## src/rtl/dcm_ctrl_pkg.sv

```systemverilog
// ============================================================================
// Module  : dcm_ctrl_pkg
// Purpose : Shared types, code limits and the step helper for dcm_ctrl.
// Rev     : 1.0  initial release
// ============================================================================
`default_nettype none

package dcm_ctrl_pkg;

  localparam int                   PROG_W   = 3;
  localparam logic [PROG_W-1:0]    PROG_MAX = 3'd7;
  localparam logic [PROG_W-1:0]    PROG_MIN = 3'd0;

  typedef enum logic [2:0] {
    IDLE      = 3'd0,
    LOAD      = 3'd1,
    WAIT_EDGE = 3'd2,
    PULSE     = 3'd3,
    SETTLE    = 3'd4,
    DONE      = 3'd5
  } state_t;

  // Saturating one-step move of a divide code.
  function automatic logic [PROG_W-1:0] step_code(input logic [PROG_W-1:0] cur,
                                                  input logic              up);
    if (up) return (cur == PROG_MAX) ? PROG_MAX : cur + 3'd1;
    else    return (cur == PROG_MIN) ? PROG_MIN : cur - 3'd1;
  endfunction

endpackage

`default_nettype wire

```

## src/rtl/dcm_ctrl_edge_sync.sv

```systemverilog
// ============================================================================
// Module  : dcm_ctrl_edge_sync
// Purpose : Two-flop synchronizer with a rising-edge pulse on the synced level.
// Rev     : 1.0  initial release
// ============================================================================
`default_nettype none

module dcm_ctrl_edge_sync (
  input  logic clk,
  input  logic rst,
  input  logic din,
  output logic rise
);

  logic sync1_q, sync2_q, prev_q;

  always_ff @(posedge clk or posedge rst) begin
    if (rst) begin
      sync1_q <= 1'b0;
      sync2_q <= 1'b0;
      prev_q  <= 1'b0;
    end else begin
      sync1_q <= din;
      sync2_q <= sync1_q;
      prev_q  <= sync2_q;
    end
  end

  assign rise = sync2_q & ~prev_q;

endmodule

`default_nettype wire

```

## src/rtl/dcm_ctrl.sv

```systemverilog
// ============================================================================
// Module  : dcm_ctrl
// Purpose : Reconfiguration sequencer for the programmable clock divider.
//           Optional DCM_CTRL_EDGE_SYNC_EN aligns update to a clk_2_fb edge.
// Rev     : 1.0  initial release
// ============================================================================
`default_nettype none

module dcm_ctrl
  import dcm_ctrl_pkg::*;
#(
  parameter int SETTLE_CYC  = 4,
  parameter int TIMEOUT_CYC = 256
) (
  input  logic              clk,
  input  logic              rst,
  input  logic              req,
  input  logic [2:0]        req_prog,
  input  logic              step_up,
  input  logic              step_down,
  input  logic              clk_2_fb,
  output logic [2:0]        prog_out,
  output logic              update,
  output logic              busy,
  output logic              ack,
  output logic              sat,
  output logic [2:0]        cur_prog
);

  localparam logic [7:0] C_SETTLE_INIT = 8'(SETTLE_CYC - 1);

  state_t              state_q, state_d;
  logic [PROG_W-1:0]   target_q, target_d;
  logic [PROG_W-1:0]   prog_out_q, prog_out_d;
  logic [PROG_W-1:0]   cur_prog_q, cur_prog_d;
  logic [7:0]          settle_q, settle_d;
  logic                sat_q, sat_d;

`ifdef DCM_CTRL_EDGE_SYNC_EN
  localparam logic [15:0] C_TIMEOUT_INIT = 16'(TIMEOUT_CYC - 1);

  logic        edge_rise;
  logic [15:0] timeout_q, timeout_d;

  dcm_ctrl_edge_sync u_edge_sync (
    .clk  (clk),
    .rst  (rst),
    .din  (clk_2_fb),
    .rise (edge_rise)
  );

  always_ff @(posedge clk or posedge rst) begin
    if (rst) timeout_q <= 16'd0;
    else     timeout_q <= timeout_d;
  end
`else
  // Feedback clock and timeout only matter with edge alignment enabled.
  logic unused_edge_cfg;
  assign unused_edge_cfg = clk_2_fb ^ (TIMEOUT_CYC == 0);
`endif

  always_comb begin
    state_d    = state_q;
    target_d   = target_q;
    prog_out_d = prog_out_q;
    settle_d   = settle_q;
    sat_d      = 1'b0;
`ifdef DCM_CTRL_EDGE_SYNC_EN
    timeout_d  = timeout_q;
`endif

    case (state_q)
      IDLE: begin
        if (req) begin
          target_d = req_prog;
          state_d  = LOAD;
        end else if (step_up ^ step_down) begin
          target_d = step_code(cur_prog_q, step_up);
          // A clamped step acknowledges immediately without touching the divider.
          if (target_d == cur_prog_q) begin
            sat_d   = 1'b1;
            state_d = DONE;
          end else begin
            state_d = LOAD;
          end
        end
      end

      LOAD: begin
        prog_out_d = target_q;
`ifdef DCM_CTRL_EDGE_SYNC_EN
        timeout_d  = C_TIMEOUT_INIT;
        state_d    = WAIT_EDGE;
`else
        state_d    = PULSE;
`endif
      end

`ifdef DCM_CTRL_EDGE_SYNC_EN
      WAIT_EDGE: begin
        if (edge_rise || (timeout_q == 16'd0)) state_d = PULSE;
        else                                   timeout_d = timeout_q - 16'd1;
      end
`endif

      PULSE: begin
        settle_d = C_SETTLE_INIT;
        state_d  = SETTLE;
      end

      SETTLE: begin
        if (settle_q == 8'd0) state_d  = DONE;
        else                  settle_d = settle_q - 8'd1;
      end

      DONE:    state_d = IDLE;
      default: state_d = IDLE;
    endcase

    // Commit lands on the edge entering DONE so cur_prog and ack move together.
    cur_prog_d = (state_d == DONE) ? target_d : cur_prog_q;
  end

  always_ff @(posedge clk or posedge rst) begin
    if (rst) begin
      state_q    <= IDLE;
      target_q   <= '0;
      prog_out_q <= '0;
      cur_prog_q <= '0;
      settle_q   <= 8'd0;
      sat_q      <= 1'b0;
    end else begin
      state_q    <= state_d;
      target_q   <= target_d;
      prog_out_q <= prog_out_d;
      cur_prog_q <= cur_prog_d;
      settle_q   <= settle_d;
      sat_q      <= sat_d;
    end
  end

  assign prog_out = prog_out_q;
  assign cur_prog = cur_prog_q;
  assign update   = (state_q == PULSE);
  assign busy     = (state_q != IDLE);
  assign ack      = (state_q == DONE);
  assign sat      = sat_q;

endmodule

`default_nettype wire

```

## config.mk

```make
export PLATFORM = sky130hd
export DESIGN_NAME = dcm_ctrl
export DESIGN_NICKNAME = d
export VERILOG_FILES = /design/src/rtl/dcm_ctrl_pkg.sv /design/src/rtl/dcm_ctrl_edge_sync.sv /design/src/rtl/dcm_ctrl.sv
export SDC_FILE = /design/constraint.sdc
export NUM_CORES = 1
export LEC_CHECK = 0
export CAP_MARGIN = 20
export CORE_AREA = 2 2 55 57
export CTS_CLUSTER_SIZE = 10
export DETAILED_ROUTE_END_ITERATION = 10
export DIE_AREA = 0 0 57 59
export GPL_TIMING_DRIVEN = 0
export PLACE_DENSITY_LB_ADDON = 0.08
export SLEW_MARGIN = 40
export SYNTH_ARGS = -nofsm -noshare
export SYNTH_HDL_FRONTEND = slang
export SYNTH_SLANG_ARGS = --single-unit
```

## constraint.sdc

```tcl
create_clock -name clk -period 3.5 [get_ports clk]
set_clock_uncertainty 0.15 [all_clocks]
set_input_delay 1.05 -clock clk [delete_from_list [all_inputs] [get_ports clk]]
set_output_delay 1.05 -clock clk [all_outputs]
set_load 0.01 [all_outputs]
```

==> results.sh, run 1 <==
export IMPL_htreeDepth=1
export IMPL_period_minus_slack_ns=3.23
export IMPL_grt_usage_pct=18.1
export IMPL_port_buffers=17
export IMPL_relSlewSlack_pct=63.7
export IMPL_grt_pass1_wl_mm=4.79
export IMPL_grt_pass1_vias=1054
export IMPL_min_from="target_q[2]"
export IMPL_syn_to_final_growth_pct=18.9
export IMPL_status="complete, no violations"
export IMPL_yosysUniqueCellTypes=39
export IMPL_finalSetupTns_ns=0
export IMPL_clkPwrFrac_pct=10.1
export IMPL_setup_worst_path_class="flop to primary output"
export IMPL_post_cts_buffers=0
export IMPL_wl_mm=2.64
export IMPL_r2r_start="cur_prog[1]"
export IMPL_dr_pass1_iters=4
export IMPL_seq_power_share_pct=38.4
export IMPL_drt_iter0_markers=31
export IMPL_cp_startpoint="state_q[2]"
export IMPL_endpoint_kind="primary output"
export IMPL_drc=0
export IMPL_nNetsFinal=168
export IMPL_clkTransAtPathRegs_ns=0.12
export IMPL_power_density_nw_per_um2=789
export IMPL_rows=19
export IMPL_pin_count=19
export IMPL_worstHoldPathType="flop to flop"
export IMPL_syn_nets=146
export IMPL_antenna_found_initial=0
export IMPL_swShare_pct=42.8
export IMPL_fp_dieH_um=59
export IMPL_diodes=0
export IMPL_synth_warnings=0
export IMPL_cp_max_fo=10
export IMPL_tightest_slew_ns=0.540
export IMPL_clock_latency_ns=0.31
export IMPL_detail_route_wl_per_cell_um=14.4
export IMPL_required_ns=2.30
export IMPL_drive_above_1_share_pct=11.2
export IMPL_cts_tree="built"
export IMPL_irDropWorstVdd_uv=528
export IMPL_worstPathArrival_ns=2.03
export IMPL_cts_root_buffer="clkbuf_4"
export IMPL_avgViaCountPerCell=5.63
export IMPL_cts_sinks=21
export IMPL_setup_violations_final=0
export IMPL_final_cells=183
export IMPL_core_area_um2=2710
export IMPL_syn_avg_cell_area_um2=9.67
export IMPL_cts_resized=0
export IMPL_initial_utilization_pct=46.7
export IMPL_fmax_ghz=0.309
export IMPL_dieWidth_um=57
export IMPL_drv_slew=0
export IMPL_num_vias=1030
export IMPL_p_int_mw=0.679
export IMPL_clock_path_buffers=2
export IMPL_power_switching_mw=0.509
export IMPL_dp_hpwl_mm=2.08
export IMPL_ys_seq_area_share_pct=41.5
export IMPL_globalRoute_totalOverflow=0
export IMPL_finalHoldViolCount=0
export IMPL_cp_start_kind="flop"
export IMPL_design_die_area_um2=3360
export IMPL_dp_cells=179
export IMPL_rsz0062_at_grt="no"
export IMPL_drtAntennaViolNets=0
export IMPL_period_share_pct=92.4
export IMPL_gp_congestion=0.852
export IMPL_syn_inst=131
export IMPL_ctsHoldBuffers=0
export IMPL_p_leak_nw=0.657
export IMPL_comb_power_share_pct=51.5
export IMPL_cap_violations=0
export IMPL_grt_start_max_net_pins=22
export IMPL_syn_area_um2=1270
export IMPL_ys_ff_latch=21
export IMPL_cts_made_buffers=3
-- layout make-up --
type,count,area [µm²]
Buffer,4,27.5
Clock buffer,3,22.5
Clock inverter,1,7.51
Fill cell,266,1200
Inverter,14,52.6
Multi-Input combinational cell,92,661
Sequential cell,21,526
Tap cell,31,38.8
Timing Repair Buffer,17,170
-- per-stage QoR --
step	power, mW	util, %	instance area [µm²]	setup slack [ns]	hold WS, ns
finish	1.19	55.5	1510	0.266	0.382
global route	1.30	55.5	1510	0.134	0.411
CTS	1.20	55.5	1510	0.249	0.391
detailed placement	1.07	54.4	1480	0.176	0.354
global placement	1.05	54.4	1480	0.237	0.352
floorplan	0.859	-	1270	0.904	0.316
-- cell families (layout without fill, tap and decap cells) --
group                    after synthesis  count (layout)  share of synthesized area [%]
adder cells (fa/ha/maj)                6               6                           5.93
AO/OA/AOI/OAI                         28              28                           16.4
flip-flops                            21              21                           41.5
multiplexers                           6               6                           5.34
XOR/XNOR                               7               7                           4.84
AND/OR/NAND/NOR                       45              45                           19.7
buffers and inverters                 18              39                           6.32
-- sequential cells by signal (all words and copies together), names as in the netlist --
signal / cells
settle_q: 8
cur_prog: 3
prog_out: 3
state_q: 3
target_q: 3
sat: 1
-- per-layer routing --
metal	track usage (%)	vias up	wire length [µm]
met1	24.7	506	1310
met4	3.32	0	8
met5	0	-	0
met2	30.0	15	1250
met3	4.15	2	66
li1	-	507	-
-- Yosys cell counts, drive strengths merged --
master | instances | share of area, %
a2111oi | 2 | 3.4
a211oi | 2 | 1.2
a21o | 1 | 0.59
a21oi | 5 | 2.0
a32oi | 1 | 0.69
and3 | 1 | 0.49
buf | 3 | 1.9
clkbuf | 1 | 0.30
dfrtp | 21 | 42
ha | 6 | 5.9
inv | 14 | 4.2
mux2 | 6 | 5.3
nand2 | 7 | 2.1
nand2b | 2 | 0.99
nand3 | 4 | 1.6
nand3b | 1 | 0.59
nand4 | 1 | 0.49
nor2 | 14 | 4.2
nor2b | 3 | 1.5
nor3 | 4 | 1.6
nor3b | 3 | 1.8
nor4 | 3 | 2.7
o2111ai | 1 | 0.69
o211a | 1 | 0.79
o211ai | 1 | 0.59
o21ai | 10 | 4.0
o22ai | 1 | 0.49
o31a | 1 | 0.69
o41ai | 2 | 1.4
or3b | 1 | 0.69
or4b | 1 | 1.1
xnor2 | 2 | 1.4
xor2 | 5 | 3.5
-- power groups by stage --
stage          combinational (mW)  clock (mW)  sequential (mW)
2_1_floorplan               0.410           0            0.449
3_3_place_gp                0.589           0            0.457
3_5_place_dp                0.611           0            0.462
4_1_cts                     0.618       0.125            0.458
5_1_grt                     0.684       0.140            0.473
6_report                    0.612       0.120            0.456
-- critical path: stages, from the launching register on --
cell and delay, ns:
dfrtp_1 0.38, buf_4 0.16, inv_1 0.07, and3_1 0.13, clkbuf_1 0.35, clkdlybuf4s50_1 0.63
-- cells in the final DEF (no fill, tap or decap), drive strengths merged, types with 4 or more instances in the layout --
cell,Yosys,routed
clkbuf,1,4
a21oi,5,5
ha,6,6
nor3,4,4
o21ai,10,10
xor2,5,5
clkdlybuf4s50,0,17
mux2,6,6
dfrtp,21,21
nand2,7,7
inv,14,14
nand3,4,4
nor2,14,14
-- worst paths after layout --
| path | end | cells after the start | slack, ns |
|---|---|---|---|
| worst max-delay path | update | 5 | 0.27 |
| worst min register to register | prog_out[2] | 1 | 0.38 |
| worst max register to register | cur_prog[0] | 9 | 0.64 |
| max in group asynchronous | settle_q[0] | 2 | 2.01 |
| min in group asynchronous | prog_out[0] | 2 | 0.89 |
| worst min-delay path | prog_out[2] | 1 | 0.38 |
Power figures use the tool's default switching activity.
==> run 2: changes to the inputs <==
TNS_END_PERCENT = 1   (was unset)
==> results of run 2 <==
Final layout, timing and power as in run 1 (identical DEF).
==> run 3: changes to the inputs <==
SLEW_MARGIN = unset   (was 40)
==> results.sh, run 3 (synthesis gave the netlist of run 1 again) <==
export IMPL_cts_root_buffer="clkbuf_4"
export IMPL_final_cells=183
export IMPL_clock_latency_ns=0.31
export IMPL_tightest_slew_ns=0.771
export IMPL_drv_slew=0
export IMPL_status="complete, no violations"
export IMPL_wl_mm=2.64
export IMPL_fp_dieH_um=59
export IMPL_use_met3_pct=4.15
export IMPL_drt_iter0_markers=31
export IMPL_drive_above_1_share_pct=10.5
export IMPL_largest_reg_flops=8
export IMPL_antenna_found_initial=0
export IMPL_gp_congestion=0.852
export IMPL_cap_violations=0
export IMPL_largest_register="settle_q"
export IMPL_place_ws_ns=0.176
export IMPL_num_vias=1030
export IMPL_clock_path_buffers=2
export IMPL_cp_start_kind="flop"
export IMPL_regArea_um2=526
export IMPL_worstPathArrival_ns=2.03
export IMPL_dr_pass1_iters=4
export IMPL_worstHoldPathType="flop to flop"
export IMPL_power_density_nw_per_um2=789
export IMPL_fill_cells=266
export IMPL_grt_busiest_layer="met2"
export IMPL_endpoint_kind="primary output"
export IMPL_grt_pass1_vias=1054
export IMPL_avgViaCountPerCell=5.63
export IMPL_finalHoldViolCount=0
export IMPL_fmax_ghz=0.309
export IMPL_grt_usage_pct=18.1
export IMPL_post_cts_buffers=0
export IMPL_detail_route_wl_per_cell_um=14.4
export IMPL_setup_violations_final=0
export IMPL_max_stage_delay_ns=0.63
export IMPL_ctsHoldBuffers=0
export IMPL_cp_max_fo=10
export IMPL_total_power_mw=1.19
export IMPL_drtAntennaViolNets=0
export IMPL_dp_cells=179
export IMPL_cts_sinks=21
export IMPL_diodes=0
export IMPL_critPathSlowestCell="clkdlybuf4s50_1"
export IMPL_p_leak_nw=0.658
export IMPL_critical_path_top_delay_family="buffers and inverters"
export IMPL_core_area_um2=2710
export IMPL_rows=19
export IMPL_grt_start_max_net_pins=22
export IMPL_setup_worst_path_class="flop to primary output"
export IMPL_required_ns=2.30
export IMPL_hold_ws_ns=0.382
export IMPL_grt_pass1_wl_mm=4.79
export IMPL_finalSetupTns_ns=0
export IMPL_relSlewSlack_pct=48.5
export IMPL_dieWidth_um=57
export IMPL_layout_common_cells="dfrtp_1 (21), clkdlybuf4s50_1 (17), inv_1 (14), nor2_1 (14), o21ai_0 (8)"
export IMPL_period_share_pct=92.4
export IMPL_rsz0062_at_grt="no"
export IMPL_multi_input_area_um2=661
export IMPL_dp_hpwl_mm=2.08
export IMPL_port_buffers=17
export IMPL_timing_critical_path_buf_inv=4
export IMPL_initial_utilization_pct=46.7
export IMPL_globalRoute_totalOverflow=0
export IMPL_use_met1_pct=24.7
export IMPL_fin_ws_ns=0.266
export IMPL_period_minus_slack_ns=3.23
export IMPL_irDropWorstVdd_uv=528
export IMPL_final_common_cell="dfrtp_1"
export IMPL_grt_use_met2_pct=30.0
export IMPL_pin_count=19
export IMPL_clkTransAtPathRegs_ns=0.12
export IMPL_cts_tree="built"
export IMPL_syn_to_final_growth_pct=18.9
export IMPL_cts_made_buffers=3
export IMPL_htreeDepth=1
export IMPL_design_die_area_um2=3360
export IMPL_drc=0
export IMPL_crit_chain="buf_4 -> inv_1 -> and3_1 -> clkbuf_1 -> clkdlybuf4s50_1"
export IMPL_cts_resized=0
export IMPL_nNetsFinal=168
-- run 3: through the flow --
stage / instance area [µm²] / util, %
5_1_grt: 1510 / 55.5
3_3_place_gp: 1480 / 54.4
2_1_floorplan: 1270 / -
3_5_place_dp: 1480 / 54.4
4_1_cts: 1510 / 55.5
6_report: 1510 / 55.5
-- run 3: cell type report --
| class | count | share of cell area (%) |
|---|---|---|
| Multi-Input combinational cell | 92 | 43.9 |
| Timing Repair Buffer | 17 | 11.3 |
| Sequential cell | 21 | 34.9 |
| Clock buffer | 3 | 1.50 |
| Clock inverter | 1 | 0.499 |
| Buffer | 4 | 1.83 |
| Tap cell | 31 | 2.58 |
| Inverter | 14 | 3.49 |
-- run 3: worst reg2reg max path: cells and delay by family (launching register included) --
family / cells / cell delay (ns)
AOI/OAI and AO/OA: 2 / 0.75
and+or+nand+nor: 1 / 0.16
DFF: 1 / 0.47
buffers and inverters: 2 / 0.19
adders and majority gates: 2 / 0.49
xor gates and xnor gates: 1 / 0.16
muxes: 1 / 0.38
-- run 3: routing by layer --
metal	part of all wire (%)	vias to the layer above
met5	0	-
met4	0.30	0
met3	2.5	2
met2	47	15
met1	50	506
li1	-	507
-- run 3: final timing paths --
check / slack, ns / end / depth (start not counted) / startpoint
worst max register to register: 0.64 / cur_prog[0] / 9 / cur_prog[1]
worst min-delay path: 0.38 / prog_out[2] / 1 / target_q[2]
worst min register to register: 0.38 / prog_out[2] / 1 / target_q[2]
min in group asynchronous: 1.02 / prog_out[0] / 2 / rst
max in group asynchronous: 1.70 / settle_q[0] / 2 / rst
worst max-delay path: 0.27 / update / 5 / state_q[2]
-- run 3: power breakdown --
group / total, mW / switching (mW) / internal [mW]
combinational: 0.612 / 0.318 / 0.294
clock: 0.120 / 0.0765 / 0.0437
sequential: 0.456 / 0.114 / 0.342
total: 1.19 / 0.509 / 0.679
